--- src/rtl/seg_pkg.sv ---
// Shared types and constants for the multiplexed 7-segment scan controller:
// hex glyph table (active-low, g..a), all-off pin value, FSM states, index width helper.
package seg_pkg;

  typedef logic [6:0] seg_pattern_t;

  typedef enum logic {
    ST_DEAD = 1'b0,
    ST_ON   = 1'b1
  } scan_state_t;

  // All segments and the dot dark, expressed in the active-low pin encoding.
  localparam logic [7:0] SEG_OFF = 8'hFF;

  localparam seg_pattern_t HEX_PAT [16] = '{
    7'b1000000, 7'b1111001, 7'b0100100, 7'b0110000,
    7'b0011001, 7'b0010010, 7'b0000010, 7'b1111000,
    7'b0000000, 7'b0010000, 7'b0001000, 7'b0000011,
    7'b1000110, 7'b0100001, 7'b0000110, 7'b0001110
  };

  function automatic int idx_width(input int n);
    return (n <= 1) ? 1 : $clog2(n);
  endfunction

endpackage

--- src/rtl/seg_hex_decode.sv ---
// Combinational hex nibble + dot to 8-bit segment pins ([7] dot, [6:0] g..a).
// ACTIVE_LOW selects whether a lit segment drives the pin low or high.
module seg_hex_decode
  import seg_pkg::*;
#(
  parameter bit ACTIVE_LOW = 1'b1
) (
  input  logic [3:0] i_nibble,
  input  logic       i_dot,
  output logic [7:0] o_seg
);

  logic [7:0] w_seg_al;

  assign w_seg_al = {~i_dot, HEX_PAT[i_nibble]};
  assign o_seg    = ACTIVE_LOW ? w_seg_al : ~w_seg_al;

endmodule

--- src/rtl/seg_scan_ctrl.sv ---
// Multiplexed N-digit common-anode 7-segment scanner with double-buffered value and dead-time blanking.
// Define SEG_SCAN_LZB_EN to enable leading-zero blanking of the upper digits.
module seg_scan_ctrl
  import seg_pkg::*;
#(
  parameter int DIGITS         = 4,
  parameter int PRESCALE       = 1024,
  parameter int DEAD           = 16,
  parameter int SEG_ACTIVE_LOW = 1
) (
  input  logic                  CLK,
  input  logic                  RST,
  input  logic [4*DIGITS-1:0]   value_i,
  input  logic [DIGITS-1:0]     dots_i,
  input  logic                  load_i,
  input  logic                  blank_i,
  output logic                  pending_o,
  output logic                  frame_o,
  output logic [7:0]            seg_o,
  output logic [DIGITS-1:0]     dig_o
);

  localparam int CW = idx_width(PRESCALE);
  localparam int IW = idx_width(DIGITS);
  localparam logic [CW-1:0]     CNT_LAST = CW'(PRESCALE - 1);
  localparam logic [CW-1:0]     DEAD_CNT = CW'(DEAD);
  localparam logic [IW-1:0]     IDX_TOP  = IW'(DIGITS - 1);
  localparam logic [DIGITS-1:0] DIG_ONE  = DIGITS'(1);
  localparam logic [7:0]        OFF_PINS = (SEG_ACTIVE_LOW != 0) ? SEG_OFF : ~SEG_OFF;

  logic [CW-1:0]            r_cnt;
  logic [IW-1:0]            r_idx;
  scan_state_t              r_state;
  logic [DIGITS-1:0][3:0]   r_disp_val;
  logic [DIGITS-1:0]        r_disp_dots;
  logic [DIGITS-1:0][3:0]   r_pend_val;
  logic [DIGITS-1:0]        r_pend_dots;
  logic                     r_pending;
  logic [7:0]               r_seg;
  logic [DIGITS-1:0]        r_dig;

  logic [CW-1:0]            w_cnt_nxt;
  logic [IW-1:0]            w_idx_nxt;
  scan_state_t              w_state_nxt;
  logic                     w_slot_end;
  logic                     w_frame;
  logic [7:0]               w_seg_dec;
  logic [DIGITS-1:0]        w_lzb_dark;
  logic [7:0]               w_seg_nxt;
  logic [DIGITS-1:0]        w_dig_nxt;

  assign w_slot_end = (r_cnt == CNT_LAST);
  assign w_frame    = w_slot_end && (r_idx == '0);
  assign w_cnt_nxt  = w_slot_end ? '0 : r_cnt + 1'b1;
  assign w_idx_nxt  = (r_idx == '0) ? IDX_TOP : r_idx - 1'b1;

  seg_hex_decode #(
    .ACTIVE_LOW (SEG_ACTIVE_LOW != 0)
  ) u_decode (
    .i_nibble (r_disp_val[r_idx]),
    .i_dot    (r_disp_dots[r_idx]),
    .o_seg    (w_seg_dec)
  );

`ifdef SEG_SCAN_LZB_EN
  // A digit is dark only if it and every digit above it is a bare zero; digit 0 always shows.
  always_comb begin
    logic v_run_zero;
    v_run_zero = 1'b1;
    w_lzb_dark = '0;
    for (int j = DIGITS - 1; j > 0; j--) begin
      v_run_zero    = v_run_zero && (r_disp_val[j] == 4'h0) && !r_disp_dots[j];
      w_lzb_dark[j] = v_run_zero;
    end
  end
`else
  assign w_lzb_dark = '0;
`endif

  always_ff @(posedge CLK or posedge RST) begin
    if (RST) begin
      r_cnt   <= '0;
      r_idx   <= IDX_TOP;
      r_state <= ST_DEAD;
    end else begin
      r_cnt   <= w_cnt_nxt;
      r_state <= w_state_nxt;
      if (w_slot_end) begin
        r_idx <= w_idx_nxt;
      end
    end
  end

  // Next state tracks the next counter value; pin drive is decided from the current state.
  always_comb begin
    w_state_nxt = ST_DEAD;
    w_dig_nxt   = '0;
    w_seg_nxt   = OFF_PINS;
    if (w_cnt_nxt >= DEAD_CNT) begin
      w_state_nxt = ST_ON;
    end
    if ((r_state == ST_ON) && !blank_i && !w_lzb_dark[r_idx]) begin
      w_dig_nxt = DIG_ONE << r_idx;
      w_seg_nxt = w_seg_dec;
    end
  end

  // Load wins over the commit-clear, so a load on the boundary keeps pending set.
  always_ff @(posedge CLK or posedge RST) begin
    if (RST) begin
      r_disp_val  <= '0;
      r_disp_dots <= '0;
      r_pend_val  <= '0;
      r_pend_dots <= '0;
      r_pending   <= 1'b0;
    end else begin
      if (w_frame && r_pending) begin
        r_disp_val  <= r_pend_val;
        r_disp_dots <= r_pend_dots;
      end
      if (load_i) begin
        r_pend_val  <= value_i;
        r_pend_dots <= dots_i;
        r_pending   <= 1'b1;
      end else if (w_frame) begin
        r_pending   <= 1'b0;
      end
    end
  end

  always_ff @(posedge CLK or posedge RST) begin
    if (RST) begin
      r_seg <= OFF_PINS;
      r_dig <= '0;
    end else begin
      r_seg <= w_seg_nxt;
      r_dig <= w_dig_nxt;
    end
  end

  assign pending_o = r_pending;
  assign frame_o   = w_frame;
  assign seg_o     = r_seg;
  assign dig_o     = r_dig;

endmodule

--- config.mk ---
export PLATFORM = sky130hd
export DESIGN_NAME = seg_scan_ctrl
export DESIGN_NICKNAME = d
export VERILOG_FILES = /design/src/rtl/seg_pkg.sv /design/src/rtl/seg_hex_decode.sv /design/src/rtl/seg_scan_ctrl.sv
export SDC_FILE = /design/constraint.sdc
export NUM_CORES = 1
export LEC_CHECK = 0
export CAP_MARGIN = 20
export CORE_MARGIN = 3
export CORE_UTILIZATION = 50
export CTS_CLUSTER_DIAMETER = 200
export CTS_CLUSTER_SIZE = 30
export DETAILED_ROUTE_END_ITERATION = 16
export PLACE_DENSITY_LB_ADDON = 0.25
export RECOVER_POWER = 25
export REMOVE_ABC_BUFFERS = 1
export SYNTH_ARGS = -nofsm -noshare
export SYNTH_HDL_FRONTEND = slang
export SYNTH_SLANG_ARGS = --single-unit
--- constraint.sdc ---
create_clock -name CLK -period 3.74 [get_ports CLK]
set_input_delay 0.748 -clock CLK [delete_from_list [all_inputs] [get_ports CLK]]
set_output_delay 0.748 -clock CLK [all_outputs]
set_load 0.05 [all_outputs]
After elaboration in Yosys (flattened, before gate mapping)

Memories as Yosys holds them, arrays and structs flattened.
Cells that the tools add are included.

$add $sub $neg: 2
$lt $le $gt $ge: 3
Equality and inequality tests: 1
Shifts and indexed selects: 1
Multiplexer cells: 15
Bitwise gates (word level): 2
Reduce and logical (&&, ||, !) cells: 8

Operators with widths:

| operator                | number |
|---|---|
| $mux W7                 | 2 |
| $add A10 B1 Y10 const B | 1 |
| $eq A10 B10 Y1 const B  | 1 |
| $ge A10 B5 Y1 const B   | 1 |
| $mux W10                | 1 |
| $bmux W4 S2             | 1 |
| $mux W4                 | 2 |
| $mux W8                 | 1 |
| $ge A5 B5 Y1 const B    | 1 |
| $mux W1                 | 5 |
| $not A4 Y5              | 1 |
| $bmux W1 S2             | 2 |
| $logic_and A1 B1 Y1     | 4 |
| $shl A1 B2 Y4 const A   | 1 |
| $lt A2 B3 Y1 const B    | 1 |
| $logic_not A1 Y1        | 2 |
| $logic_not A2 Y1        | 1 |
| $mux W2                 | 1 |
| $reduce_bool A2 Y1      | 1 |
| $sub A2 B1 Y2 const B   | 1 |
| $not A1 Y1              | 1 |

Flip-flop bits (word level): 66
Memory bits (read-only): 112
Input port bits: 24
Memories kept: 1

Memory list:

| memory          | words | width | rd ports | clocked after memory_dff | write ports | RTL line             | source |
|---|---|---|---|---|---|---|---|
| (no name shown) | 16    | 7     | 1        | 0                        | 0           | seg_hex_decode.sv:15 | `assign w_seg_al = {~i_dot, HEX_PAT[i_nibble]};` |

Logic depth before layout (Yosys ltp)

Gate-level depths: netlist of run 1.

Depth after elaboration: 7
Depth in mapped cells: 8
Mapped depth without buffers: 6

Modules after synthesis

From an unflattened synthesis of run 1, not the netlist that was laid out.

Cells, all modules: 222
Area, all modules: 2992.9 µm²

By module, submodules not included:

| module         | times used | cells each | area each (µm²) | seq. area each (µm²) |
|---|---|---|---|---|
| seg_scan_ctrl  | 1          | 186        | 2741.4          | 1664.1 |
| seg_hex_decode | 1          | 36         | 251.5           | 0.0 |

Worst setup path before layout of run 1

OpenSTA, ideal clock, no wires.

Path type: flip-flop to output port
Start: register r_cnt[0]
End: output frame_o
Data arrival time: 1735 ps
Path slack: 1257 ps
Stages on the path, launching flop included: 6
Cell sequence: dfrtp_1 > ha_1 > and3_1 > clkbuf_2 > nand4_1 > nor2_1

Cells in the longest elaborated chain, start to end: 2

RTL lines:

| element                  | RTL line            | source |
|---|---|---|
| start: declaration       | seg_scan_ctrl.sv:31 | `logic [CW-1:0] r_cnt;` |
| start signal: assignment | seg_scan_ctrl.sv:86 | `r_cnt <= w_cnt_nxt;` |
| $eq A10 B10 Y1           | seg_scan_ctrl.sv:52 | `assign w_slot_end = (r_cnt == CNT_LAST);` |
| $logic_and A1 B1 Y1      | seg_scan_ctrl.sv:53 | `assign w_frame = w_slot_end && (r_idx == '0);` |
| end: declaration         | seg_scan_ctrl.sv:18 | `output logic frame_o,` |

No other way between the ends.

Worst setup path after layout of run 1

Same ends and word-level chain as after synthesis.

==> results.cfg, run 1 <==
[timing]
finClkSkew_ps = 8.66
tns_ps = 0
hold_viol = 0
max_slew_margin = -0.0335
setup_viol = 0
max_freq_mhz = 306
period_needed_ps = 3260
worst_slew_pin_slew_ps = 1550
rsz0062_at_grt = false
slew_violations = 67
finalCritPeriodShare = 0.872

[clock_tree]
cts_resized = 0
cts-root-buf = clkbuf_8
clkTransAtPathRegs_ps = 70
h-tree-depth = 3
cts_made_buffers = 9
cts_sinks = 66
cts_tree = built
cts_hold_buf = 0
cts_setup_buffers = 0
worstSkewPairLatency_ps = 340
clockBufferDepth = 2

[detailed_routing]
wl_um = 4860
ant_nets = 0
via_per_inst = 5.20
first_pass_iters = 4
drtIter0Drc = 47
drc = 0
wire_per_inst_um = 14.6
vias = 1728

[setup_path]
cp_max_fo = 8
required_ps = 2990
path_cells = ha_1, and3_1, nand4_1, nor2_1, clkdlybuf4s50_1
endpoint_kind = output pin
timing.rr.start = r_cnt[0]$_DFF_PP0_
critPathArrivalTime_ps = 2510
cp-start-kind = flop
worstReg2RegEnd = r_disp_val[2]$_DFFE_PP0P_
max_stage_delay_ps = 830
critPathCapture = frame_o
reg2regPathDepth = 5
slowest_stage = clkdlybuf4s50_1
startpoint = r_cnt[0]$_DFF_PP0_
critPathKind = reg -> out
r2r_slack_ps = 1410

[finish]
ff_latch_area_mm2 = 0.00166
mostFrequentLayoutCells = dfrtp_1 (56), clkdlybuf4s50_1 (36), mux2_2 (22)
num-fill-cells = 469
syn_to_final_growth_pct = 18.2
final_nets = 291
fin_cells = 332
drive_gt1_frac = 0.292
multi_input_area_mm2 = 0.00127
layout_commonest_cell = dfrtp_1
diodes = 0

[synth]
ys.flop_type = dfrtp_1
synth-edff-count = 0
postSynth.asyncResetShare = 1.00
ys_seq_area_frac = 0.545
synth_cells = 218
ys.warnings.count = 0
synth_cell_type_count = 38
ys_ff_latch = 66
netlist_area_mm2 = 0.00306
postSynthAreaPerCell_um2 = 14.0

[power_and_ir_drop]
seq_power_share = 0.535
combPwrFrac = 0.065
p_per_area_mw_per_mm2 = 390
clock_power_share = 0.400
internal_power_uw = 1090
p_leak_uw = 0.00163
switching_share = 0.226
switchingPower_uw = 319
power_uw = 1410
ir_drop_uv = 226

[global_route]
antenna_found_initial = 0
grt_pass1_wl_um = 8620
grt_max_degree = 67
grt_usage = 0.155
grt_pass1_vias = 1794
gr-total-overflow = 0

[outcome]
status = finished with violations
violations = capacitance limit, slew limit

[floorplanning]
die_x_um = 84.2
rows = 27
coreArea_mm2 = 0.00571
top_level_ports = 38
die_h_um = 84.2
dieArea_mm2 = 0.00708
start_util = 0.535

[worst_hold_path]
hold_path_class = reg -> reg

[placed_design]
dp_hpwl_um = 3340
io_buffers = 37
dp_cells = 316
gp_congestion = 0.811

[run]
cap_violations = 1
synthesized netlist by cell type, drive strengths merged, types with 3 or more instances:
master  instances  share of area
o211ai          3         0.0074
nand3           6          0.014
inv             8         0.0098
mux4            5          0.037
o221ai          3         0.0086
xor2            4          0.011
o21ai           5         0.0082
nand4           3         0.0061
nand2          11          0.014
mux2           42           0.18
xnor2           4          0.011
and2            5          0.010
clkbuf          5         0.0065
nor2            9          0.011
buf             7          0.024
dfrtp          56           0.46
dfstp          10          0.086
ha             12          0.049
routing by layer:
metal | GRT usage | routed length [um] | vias up | share of wire
met2 | 0.223 | 2200 | 44 | 0.45
met4 | 0.0833 | 97 | 0 | 0.020
met5 | 0 | 0 | - | 0
met1 | 0.217 | 2350 | 838 | 0.48
li1 | - | - | 838 | -
met3 | 0.0373 | 213 | 8 | 0.044
power by group through the flow:
stage,Sequential [uW],Combinational (uW),Clock [uW]
after floorplan,778,37.2,0
after global placement,767,92.9,0
after detailed placement,769,94.1,0
after CTS,755,94.4,581
after global routing,758,100,624
final,755,91.3,564
worst min-delay path by stage:
stage | slack (ps) | start | end | depth (start not counted)
after floorplan | 470 | r_cnt[0]$_DFF_PP0_ | r_cnt[0]$_DFF_PP0_ | 1
after global placement | 490 | r_pend_val[3]$_DFFE_PP0P_ | r_disp_val[3]$_DFFE_PP0P_ | 1
after detailed placement | 490 | r_disp_val[11]$_DFFE_PP0P_ | r_disp_val[11]$_DFFE_PP0P_ | 1
after CTS | 510 | r_pend_dots[2]$_DFFE_PP0P_ | r_disp_dots[2]$_DFFE_PP0P_ | 1
after global routing | 530 | r_pend_val[4]$_DFFE_PP0P_ | r_pend_val[4]$_DFFE_PP0P_ | 1
final | 500 | r_pend_dots[2]$_DFFE_PP0P_ | r_disp_dots[2]$_DFFE_PP0P_ | 1
sequential cells by signal, summed over array words and instances, names as in the netlist:
| register | flops |
|---|---|
| r_disp_val | 16 |
| r_pend_val | 16 |
| r_cnt | 10 |
| seg_o | 8 |
| dig_o | 4 |
| r_disp_dots | 4 |
| r_pend_dots | 4 |
| r_idx | 2 |
| pending_o | 1 |
| r_state | 1 |
through the flow:
step | hold slack, ps | worst slack, ps | area [um^2] | utilization
floorplan | 474 | 1270 | 2960 | -
global placement | 487 | 885 | 3430 | 0.601
detailed placement | 493 | 828 | 3430 | 0.601
CTS | 510 | 450 | 3610 | 0.633
global route | 529 | 292 | 3610 | 0.633
finish | 502 | 477 | 3610 | 0.633
worst max-delay path: cells and delay by family, from the launching register on:
kind                       cells  cell delay (ps)
and+or+nand+nor                3              730
adders and majority gates      1              210
DFF                            1              410
buffers and inverters          1              830
logic make-up (layout without fill, tap and decap cells):
| family | Yosys count | in the layout | share of synthesized area |
|---|---|---|---|
| adder cells (fa/ha/maj) | 12 | 12 | 0.0491 |
| buffers and inverters | 20 | 62 | 0.0401 |
| multiplexers | 48 | 48 | 0.219 |
| AND/OR/NAND/NOR | 43 | 43 | 0.0745 |
| AO/OA/AOI/OAI | 21 | 21 | 0.0491 |
| flip-flops | 66 | 66 | 0.545 |
| XOR/XNOR | 8 | 8 | 0.0229 |
cell type report:
| type | instances | share of cell area |
|---|---|---|
| inverter | 8 | 0.00831 |
| sequential | 66 | 0.461 |
| timing repair buffer | 38 | 0.104 |
| clock inverter | 7 | 0.0166 |
| clock buffer | 9 | 0.0343 |
| tap | 72 | 0.0249 |
| multi-input combinational | 132 | 0.351 |
No activity file was read; power rests on OpenSTA's default activity.
==> run 2, diff against run 1 <==
Settings changed: REMOVE_ABC_BUFFERS 1 to unset.
==> results.cfg, run 2 (same netlist as run 1, synthesis figures left out) <==
[setup_path]
critPathBufInv = 1
critPathKind = reg -> out
cp-start-kind = flop
critPathArrivalTime_ps = 2520
r2r_slack_ps = 1410
slowest_stage = clkdlybuf4s50_1
cp_max_fo = 8
crit_family = buffers and inverters
required_ps = 2990
path_cells = ha_1, and3_1, nand4_1, nor2_1, clkdlybuf4s50_1
max_stage_delay_ps = 830
endpoint_kind = output pin

[detailed_routing]
drc = 0
vias = 1752
highest-signal-layer = met4
via_per_inst = 5.26
dr_wl_met2_um = 2400
m1WireLength_um = 2280
wire_per_inst_um = 15.1
ant_nets = 0
first_pass_iters = 4
wl_um = 5030
wl_met3_um = 251
drtIter0Drc = 57

[finish]
fin_cells = 333
layout_commonest_cell = dfrtp_1
post-route-util = 0.641
fin_area_mm2 = 0.00366
diodes = 0
final_nets = 292
mostFrequentLayoutCells = dfrtp_1 (56), clkdlybuf4s50_1 (36), mux2_2 (22)
syn_to_final_growth_pct = 19.7
reg_top3 = r_disp_val: 16 flops, r_pend_val: 16 flops, r_cnt: 10 flops
drive_gt1_frac = 0.291

[timing]
hold_ws_ps = 505
finClkSkew_ps = 3.59
rsz0062_at_grt = false
max_slew_margin = -0.000901
slew_violations = 17
max_freq_mhz = 306
worst_slew_pin_slew_ps = 1500
hold_viol = 0
setup_viol = 0
tns_ps = 0
period_needed_ps = 3270
finalCritPeriodShare = 0.874

[floorplanning]
coreArea_mm2 = 0.00571
dieArea_mm2 = 0.00708
die_x_um = 84.2
start_util = 0.535
top_level_ports = 38
rows = 27
die_h_um = 84.2

[placed_design]
dp_hpwl_um = 3510
dp_cells = 317
io_buffers = 37
gp_congestion = 0.792
placed_cell_area_mm2 = 0.00344

[outcome]
status = finished with violations
violations = capacitance limit, slew limit

[global_route]
antenna_found_initial = 0
grt_usage = 0.159
grt_pass1_vias = 1759
grt_max_degree = 41
grt_pass1_wl_um = 8610
gr-total-overflow = 0

[clock_tree]
h-tree-depth = 3
cts_sinks = 66
cts_hold_buf = 0
cts_setup_buffers = 0
worstSkewPairLatency_ps = 340
cts_resized = 0
cts_tree = built
clockBufferDepth = 2
cts-root-buf = clkbuf_8
cts_made_buffers = 9
clkTransAtPathRegs_ps = 70

[worst_hold_path]
hold_path_class = reg -> reg

[power_and_ir_drop]
p_per_area_mw_per_mm2 = 412
ir_drop_uv = 232
p_leak_uw = 0.00164

[run]
cap_violations = 1

[synth]
synth_nets = 254
-- run 2: cell type report --
| type | instances | area (um^2) |
|---|---|---|
| Inverter | 8 | 30.0 |
| Clock inverter | 5 | 77.6 |
| Clock buffer | 11 | 141 |
| Fill cell | 450 | 2050 |
| Multi-Input combinational cell | 132 | 1270 |
| Tap cell | 72 | 90.1 |
| Timing Repair Buffer | 39 | 385 |
| Sequential cell | 66 | 1660 |
-- run 2: metal layers --
metal | up-vias | track usage
met5 | - | 0
met4 | 0 | 0.0819
met3 | 9 | 0.0628
met2 | 36 | 0.230
met1 | 864 | 0.206
li1 | 843 | -
-- run 2: per-stage QoR --
| step | worst slack [ps] | total power (uW) |
|---|---|---|
| after global placement | 906 | 861 |
| after global routing | 281 | 1580 |
| after detailed placement | 839 | 864 |
| final | 470 | 1510 |
| after floorplan | 1260 | 819 |
| after CTS | 444 | 1530 |
-- run 2: final timing paths --
check	start	endpoint	cells after the start
max in group asynchronous	RST	seg_o[0]$_DFF_PP1_	3
hold reg to reg	r_pend_val[5]$_DFFE_PP0P_	r_disp_val[5]$_DFFE_PP0P_	1
setup / recovery	r_cnt[0]$_DFF_PP0_	frame_o	5
setup reg to reg	r_cnt[0]$_DFF_PP0_	r_disp_val[7]$_DFFE_PP0P_	5
min in group asynchronous	RST	dig_o[1]$_DFF_PP0_	2
hold / removal	r_pend_val[5]$_DFFE_PP0P_	r_disp_val[5]$_DFFE_PP0P_	1
-- run 2: power breakdown --
group / leakage (uW) / internal, uW / total [uW] / switching, uW
logic: 0.000719 / 50.0 / 93.4 / 43.4
clock network: 0.000109 / 391 / 659 / 268
registers: 0.000815 / 742 / 754 / 12.4
